`config.mk`:
```
export PLATFORM = sky130hd
export DESIGN_NAME = hex_marquee_flat
export DESIGN_NICKNAME = d
export VERILOG_FILES = /design/src/rtl/marquee_pkg.sv /design/src/rtl/hex_marquee_if.sv /design/src/rtl/marquee_tick_gen.sv /design/src/rtl/hex_marquee.sv /design/src/flat_wrapper.sv
export SDC_FILE = /design/constraint.sdc
export NUM_CORES = 1
export LEC_CHECK = 0
export CAP_MARGIN = 20
export CORE_UTILIZATION = 35
export DETAILED_ROUTE_END_ITERATION = 6
export DONT_BUFFER_PORTS = 1
export PLACE_DENSITY = 0.58
export SYNTH_ARGS = -nofsm -noshare
export SYNTH_HDL_FRONTEND = slang
export SYNTH_SLANG_ARGS = --single-unit
export TNS_END_PERCENT = 50
```
`constraint.sdc`:
```
create_clock -name clk -period 5.7 [get_ports clk]
set_input_delay 0.855 -clock clk [delete_from_list [all_inputs] [get_ports clk]]
set_output_delay 0.855 -clock clk [all_outputs]
set_load 0.01 [all_outputs]
```
`src/rtl/marquee_pkg.sv`:
```
// marquee_pkg: shared types, constants and ring helpers for the hex_marquee slice.
// Latency: n/a (declarations only).
// Backpressure: n/a.
package marquee_pkg;

  typedef logic [6:0] seg_t;     // one active-low seven-segment character
  typedef seg_t [3:0] word_t;    // [3] is the leftmost character

  typedef enum logic {
    BLANK  = 1'b0,
    SCROLL = 1'b1
  } state_t;

  localparam seg_t BLANK_SEG = 7'b1111111;
  localparam int   RING_LEN  = 10;

  // Ring slot shown by display k (0 = leftmost) at position p, wrapped to 0..9.
  // p <= 9 and k <= 5, so the sum never exceeds 14 and fits in 4 bits.
  function automatic logic [3:0] ring_idx(input logic [3:0] p, input logic [2:0] k);
    logic [3:0] s;
    s = p + {1'b0, k};
    return (s >= 4'(RING_LEN)) ? s - 4'(RING_LEN) : s;
  endfunction

  // Slots 0..3 carry word characters 3..0; the rest of the ring is blank.
  function automatic seg_t slot_seg(input word_t w, input logic [3:0] s);
    seg_t r;
    case (s)
      4'd0:    r = w[3];
      4'd1:    r = w[2];
      4'd2:    r = w[1];
      4'd3:    r = w[0];
      default: r = BLANK_SEG;
    endcase
    return r;
  endfunction

endpackage

```
`src/rtl/hex_marquee_if.sv`:
```
// hex_marquee_if: decoder word in, six seven-segment drives out.
// Ports: seg_in/word_valid/hold from the decoder side, HEX5..HEX0 to the displays.
// Backpressure: none; the word is level-sampled every clock.
interface hex_marquee_if;
  import marquee_pkg::*;

  word_t seg_in;      // four active-low characters, seg_in[3] leftmost
  logic  word_valid;  // decoder code is a defined item
  logic  hold;        // freeze scrolling
  seg_t  HEX5;
  seg_t  HEX4;
  seg_t  HEX3;
  seg_t  HEX2;
  seg_t  HEX1;
  seg_t  HEX0;

  modport master (
    output seg_in, word_valid, hold,
    input  HEX5, HEX4, HEX3, HEX2, HEX1, HEX0
  );

  modport slave (
    input  seg_in, word_valid, hold,
    output HEX5, HEX4, HEX3, HEX2, HEX1, HEX0
  );

endinterface

```
`src/rtl/marquee_tick_gen.sv`:
```
// marquee_tick_gen: prescaler producing a one-cycle tick every TICK_DIV enabled cycles.
// Ports: clk, reset_n (async active-low), clear (restart at 0), enable (count), tick.
// Latency: tick is combinational on the count, asserted while count = TICK_DIV-1; frozen when enable = 0.
module marquee_tick_gen #(
  parameter int TICK_DIV = 25_000_000
) (
  input  logic clk,
  input  logic reset_n,
  input  logic clear,
  input  logic enable,
  output logic tick
);

  localparam int              CW   = (TICK_DIV > 1) ? $clog2(TICK_DIV) : 1;
  localparam logic [CW-1:0]   LAST = CW'(TICK_DIV - 1);

  logic [CW-1:0] cnt_q, cnt_d;

  // tick only fires while counting, so hold/BLANK also suppress steps.
  assign tick = enable && (cnt_q == LAST);

  always_comb begin
    cnt_d = cnt_q;
    if (clear) begin
      cnt_d = '0;   // clear wins over a coincident tick: full period follows
    end else if (enable) begin
      cnt_d = (cnt_q == LAST) ? '0 : cnt_q + CW'(1);
    end
  end

  always_ff @(posedge clk or negedge reset_n) begin
    if (!reset_n) begin
      cnt_q <= '0;
    end else begin
      cnt_q <= cnt_d;
    end
  end

endmodule

```
`src/rtl/hex_marquee.sv`:
```
// hex_marquee: scrolls a four-character segment word right-to-left over HEX5..HEX0.
// Ports: clk, reset_n (async active-low), bus (hex_marquee_if.slave).
// Latency: capture/reload visible one edge after sampling; outputs depend on registers only.
module hex_marquee
  import marquee_pkg::*;
#(
  parameter int TICK_DIV = 25_000_000
) (
  input  logic            clk,
  input  logic            reset_n,
  hex_marquee_if.slave    bus
);

  state_t     state_q, state_d;
  word_t      word_q, word_d;
  logic [3:0] p_q, p_d;

  logic tick;
  logic tick_clear;
  logic tick_en;

  seg_t disp [6];

  // Prescaler only runs while scrolling and not held.
  assign tick_en = (state_q == SCROLL) && !bus.hold;

  marquee_tick_gen #(
    .TICK_DIV (TICK_DIV)
  ) u_tick (
    .clk     (clk),
    .reset_n (reset_n),
    .clear   (tick_clear),
    .enable  (tick_en),
    .tick    (tick)
  );

  // Priority: word_valid = 0, then reload, then tick.
  always_comb begin
    state_d    = state_q;
    word_d     = word_q;
    p_d        = p_q;
    tick_clear = 1'b0;
    case (state_q)
      BLANK: begin
        if (bus.word_valid) begin
          word_d     = bus.seg_in;
          p_d        = 4'd0;
          tick_clear = 1'b1;
          state_d    = SCROLL;
        end
      end
      SCROLL: begin
        if (!bus.word_valid) begin
          word_d  = {4{BLANK_SEG}};
          p_d     = 4'd0;
          state_d = BLANK;
        end else if (bus.seg_in != word_q) begin
          word_d     = bus.seg_in;
          p_d        = 4'd0;
          tick_clear = 1'b1;
        end else if (tick) begin
          p_d = (p_q == 4'(RING_LEN - 1)) ? 4'd0 : p_q + 4'd1;
        end
      end
      default: begin
        state_d = BLANK;
        word_d  = {4{BLANK_SEG}};
        p_d     = 4'd0;
      end
    endcase
  end

  always_ff @(posedge clk or negedge reset_n) begin
    if (!reset_n) begin
      state_q <= BLANK;
      word_q  <= {4{BLANK_SEG}};
      p_q     <= 4'd0;
    end else begin
      state_q <= state_d;
      word_q  <= word_d;
      p_q     <= p_d;
    end
  end

  // Six slot-select muxes; display k shows ring slot (p+k) mod 10.
  // In BLANK word_q is all blank, so every slot resolves to BLANK_SEG.
  always_comb begin
    for (int k = 0; k < 6; k++) begin
      disp[k] = slot_seg(word_q, ring_idx(p_q, 3'(k)));
    end
  end

  assign bus.HEX5 = disp[0];
  assign bus.HEX4 = disp[1];
  assign bus.HEX3 = disp[2];
  assign bus.HEX2 = disp[3];
  assign bus.HEX1 = disp[4];
  assign bus.HEX0 = disp[5];

endmodule

```
`src/flat_wrapper.sv`:
```
// flat-port wrapper written by rule: the top's interface ports become plain ports
module hex_marquee_flat import marquee_pkg::*;
#(
  parameter int TICK_DIV = 25_000_000
)
  (clk, reset_n, bus_seg_in, bus_word_valid, bus_hold, bus_HEX5, bus_HEX4, bus_HEX3, bus_HEX2, bus_HEX1, bus_HEX0);
  hex_marquee_if bus_i ();
  input  logic clk;
  input  logic reset_n;
  input wire logic [$bits(bus_i.seg_in)-1:0] bus_seg_in;
  input wire logic [$bits(bus_i.word_valid)-1:0] bus_word_valid;
  input wire logic [$bits(bus_i.hold)-1:0] bus_hold;
  output wire logic [$bits(bus_i.HEX5)-1:0] bus_HEX5;
  output wire logic [$bits(bus_i.HEX4)-1:0] bus_HEX4;
  output wire logic [$bits(bus_i.HEX3)-1:0] bus_HEX3;
  output wire logic [$bits(bus_i.HEX2)-1:0] bus_HEX2;
  output wire logic [$bits(bus_i.HEX1)-1:0] bus_HEX1;
  output wire logic [$bits(bus_i.HEX0)-1:0] bus_HEX0;
  assign bus_i.seg_in = bus_seg_in;
  assign bus_i.word_valid = bus_word_valid;
  assign bus_i.hold = bus_hold;
  assign bus_HEX5 = bus_i.HEX5;
  assign bus_HEX4 = bus_i.HEX4;
  assign bus_HEX3 = bus_i.HEX3;
  assign bus_HEX2 = bus_i.HEX2;
  assign bus_HEX1 = bus_i.HEX1;
  assign bus_HEX0 = bus_i.HEX0;
  hex_marquee #(.TICK_DIV(TICK_DIV)) u_core (.clk(clk), .reset_n(reset_n), .bus(bus_i));
endmodule
```
==> flow_metrics.env <==
export IMPL_vias=4092
export IMPL_worst_slew_pin_slew_ns=1.05
export IMPL_post_route_period_util_pct=74.0
export IMPL_cp_startpoint="u_core.p_q[0]"
export IMPL_via_per_inst=5.77
export IMPL_synthTopCellsByArea="mux4_2, dfrtp_1, dfstp_2"
export IMPL_cts_sinks=58
export IMPL_clk_pin_slew_worst_paths_ns=0.05
export IMPL_netlist_instances=530
export IMPL_ys_async_sr_fraction_pct=100
export IMPL_overflow=0
export IMPL_finalNetCount=570
export IMPL_skew_ns=0.0112
export IMPL_dieHeight_um=124
export IMPL_track_usage_pct=18.3
export IMPL_p_int_uw=894
export IMPL_coreArea_um2=14500
export IMPL_reg2reg_to="u_core.word_q[21]"
export IMPL_dp_hpwl_um=10000
export IMPL_drive_above_1_share_pct=19.8
export IMPL_slew_headroom_pct=29.2
export IMPL_rows=44
export IMPL_insertion_delay_ns=0.33
export IMPL_die_x_um=124
export IMPL_cp_start_kind="flop"
export IMPL_setup_tns_ns=0
export IMPL_synth_edf_count=0
export IMPL_ys_ff_latch=58
export IMPL_rrSetupSlack_ns=3.19
export IMPL_cts_tree="yes"
export IMPL_leakage_uw=0.00220
export IMPL_cts_buffers=9
export IMPL_antenna_found_initial=0
export IMPL_ys_seq_area_share_pct=28.6
export IMPL_final_antenna_net_count=0
export IMPL_rsz0062_at_grt="no"
export IMPL_grt_max_degree=59
export IMPL_cts_resized=0
export IMPL_drc_errors=0
export IMPL_cts_root_buffer="clkbuf_16"
export IMPL_ys_types=59
export IMPL_switchingPower_uw=313
export IMPL_hold_viol=0
export IMPL_endpoint="bus_HEX2[2]"
export IMPL_synth_top_area_share_pct=15.2
export IMPL_r2r_start="u_core.word_q[12]"
export IMPL_grt_pass1_wl_um=21400
export IMPL_powerDensity_nw_per_um2=214
export IMPL_totalWireLength_um=13700
export IMPL_wl_per_cell_um=19.3
export IMPL_first_iter_violations=310
export IMPL_cts_htree_levels=3
export IMPL_fp_dieArea_um2=15300
export IMPL_fin_crit_ns=4.22
export IMPL_synth_top_flop_cell="dfrtp_1"
export IMPL_n_fill_cell=1425
export IMPL_syn_area_um2=5190
export IMPL_power_frac_clock_pct=43.9
export IMPL_hold_ws_ns=0.223
export IMPL_cts_max_path_buffers=2
export IMPL_setup_viol=0
export IMPL_worstSetupPathType="reg2out"
export IMPL_place_inst=692
export IMPL_min_path_type="in2async"
export IMPL_swShare_pct=25.9
export IMPL_crit_path_end_kind="output pin"
export IMPL_drv_cap=0
export IMPL_layout_commonest_cell="nor2_1"
export IMPL_io_buffers=0
export IMPL_place_gp_congestion=0.835
export IMPL_ir_drop_uv=139
export IMPL_synth_nets=580
export IMPL_critPathMaxFanout=22
export IMPL_status="complete, no violations"
export IMPL_seqPwrFrac_pct=42.2
export IMPL_fmax_mhz=237
export IMPL_grt_pass1_vias=3948
export IMPL_ys_warn_count=0
export IMPL_cp_arrival_ns=3.36
export IMPL_synth_area_per_cell_um2=9.80
export IMPL_yosys_area_top_type="mux4_2"
export IMPL_worstRegToRegCells=6
export IMPL_instances_no_fill=709
export IMPL_p_total_uw=1210
export IMPL_syn2layout_area_growth_pct=8.43
export IMPL_combPwrFrac_pct=13.9
export IMPL_antennaDiodeCount=0
export IMPL_holdBufCountCts=0
export IMPL_required_ns=4.85
export IMPL_drt_pass1_iter_count=5
export IMPL_start_util_pct=35.9
export IMPL_postCtsSetupBuffers=0
export IMPL_final_cell_mix="nor2_1, mux2i_1, xnor2_1"
export IMPL_io_pins=74
export IMPL_slew_violations=0
## cell type report
cell class / instances / area (um^2) / area share [%]
Timing Repair Buffer: 5 / 45.0 / 0.800
Multi-Input combinational cell: 408 / 3440 / 61.0
Clock buffer: 13 / 250 / 4.44
Tap cell: 184 / 230 / 4.09
Inverter: 38 / 143 / 2.53
Sequential cell: 58 / 1490 / 26.4
Clock inverter: 3 / 40.0 / 0.711
## cells by family after synthesis
family | count (synthesis) | synth area share [%]
buffers and inverters | 64 | 5.47
DFF | 58 | 28.6
AOI/OAI and AO/OA | 63 | 8.07
and+or+nand+nor | 202 | 22.0
xor gates and xnor gates | 43 | 7.25
adders and majority gates | 18 | 4.34
muxes | 82 | 24.3
## worst min-delay path by stage
| stage | end | slack, ns |
|---|---|---|
| floorplan | u_core.u_tick.cnt_q[21] | 0.45 |
| global placement | u_core.u_tick.cnt_q[21] | 0.48 |
| detailed placement | u_core.u_tick.cnt_q[21] | 0.49 |
| CTS | u_core.u_tick.cnt_q[15] | 0.21 |
| global route | u_core.u_tick.cnt_q[3] | 0.21 |
| finish | u_core.u_tick.cnt_q[15] | 0.22 |
## stage by stage
stage          util, %  instance area (um^2)  setup WS, ns
6_report          38.9                  5630          1.48
5_1_grt           38.9                  5630          1.16
4_1_cts           38.8                  5620          1.46
3_5_place_dp      36.8                  5330          1.83
3_3_place_gp      36.8                  5330          1.93
2_1_floorplan        -                  5190          2.17
## layer usage
metal	share of wire [%]	vias up	GRT usage, %
met1	45	2015	25.5
met5	0	-	0
met4	1.5	0	5.72
met2	46	139	27.7
li1	-	1920	-
met3	8.0	18	4.40
## worst max-delay path, cell delays in order, from the launching register on
cell      delay, ns
dfrtp_1        0.91
inv_1          0.22
ha_1           0.27
xnor2_1        0.23
o21ai_0        0.11
mux2i_1        0.67
mux4_2         0.42
nand2b_1       0.20
## state kept, by name (all words and copies together) (netlist names)
register,flops
u_core.state_q,1
u_core.word_q,28
u_core.p_q,4
u_core.u_tick.cnt_q,25
## cell usage after synthesis, types with 7 or more instances
master / count
a22oi_1: 8
inv_1: 38
dfstp_2: 28
buf_2: 11
nor3_1: 11
a21oi_1: 14
ha_1: 18
nand2_1: 28
mux4_2: 35
xnor2_1: 39
or2_1: 8
nand3_1: 9
clkbuf_1: 9
nand4_1: 19
mux2i_1: 46
nand2b_1: 22
a311oi_1: 8
nor2_1: 57
or2_2: 7
dfrtp_1: 30
## power groups by stage
stage	logic [uW]	clock network, uW	registers (uW)
after floorplan	147	0	486
after detailed placement	166	0	512
after global routing	185	557	512
after CTS	168	538	505
after global placement	163	0	509
final	168	530	509
(Power assumes the default switching activity.)
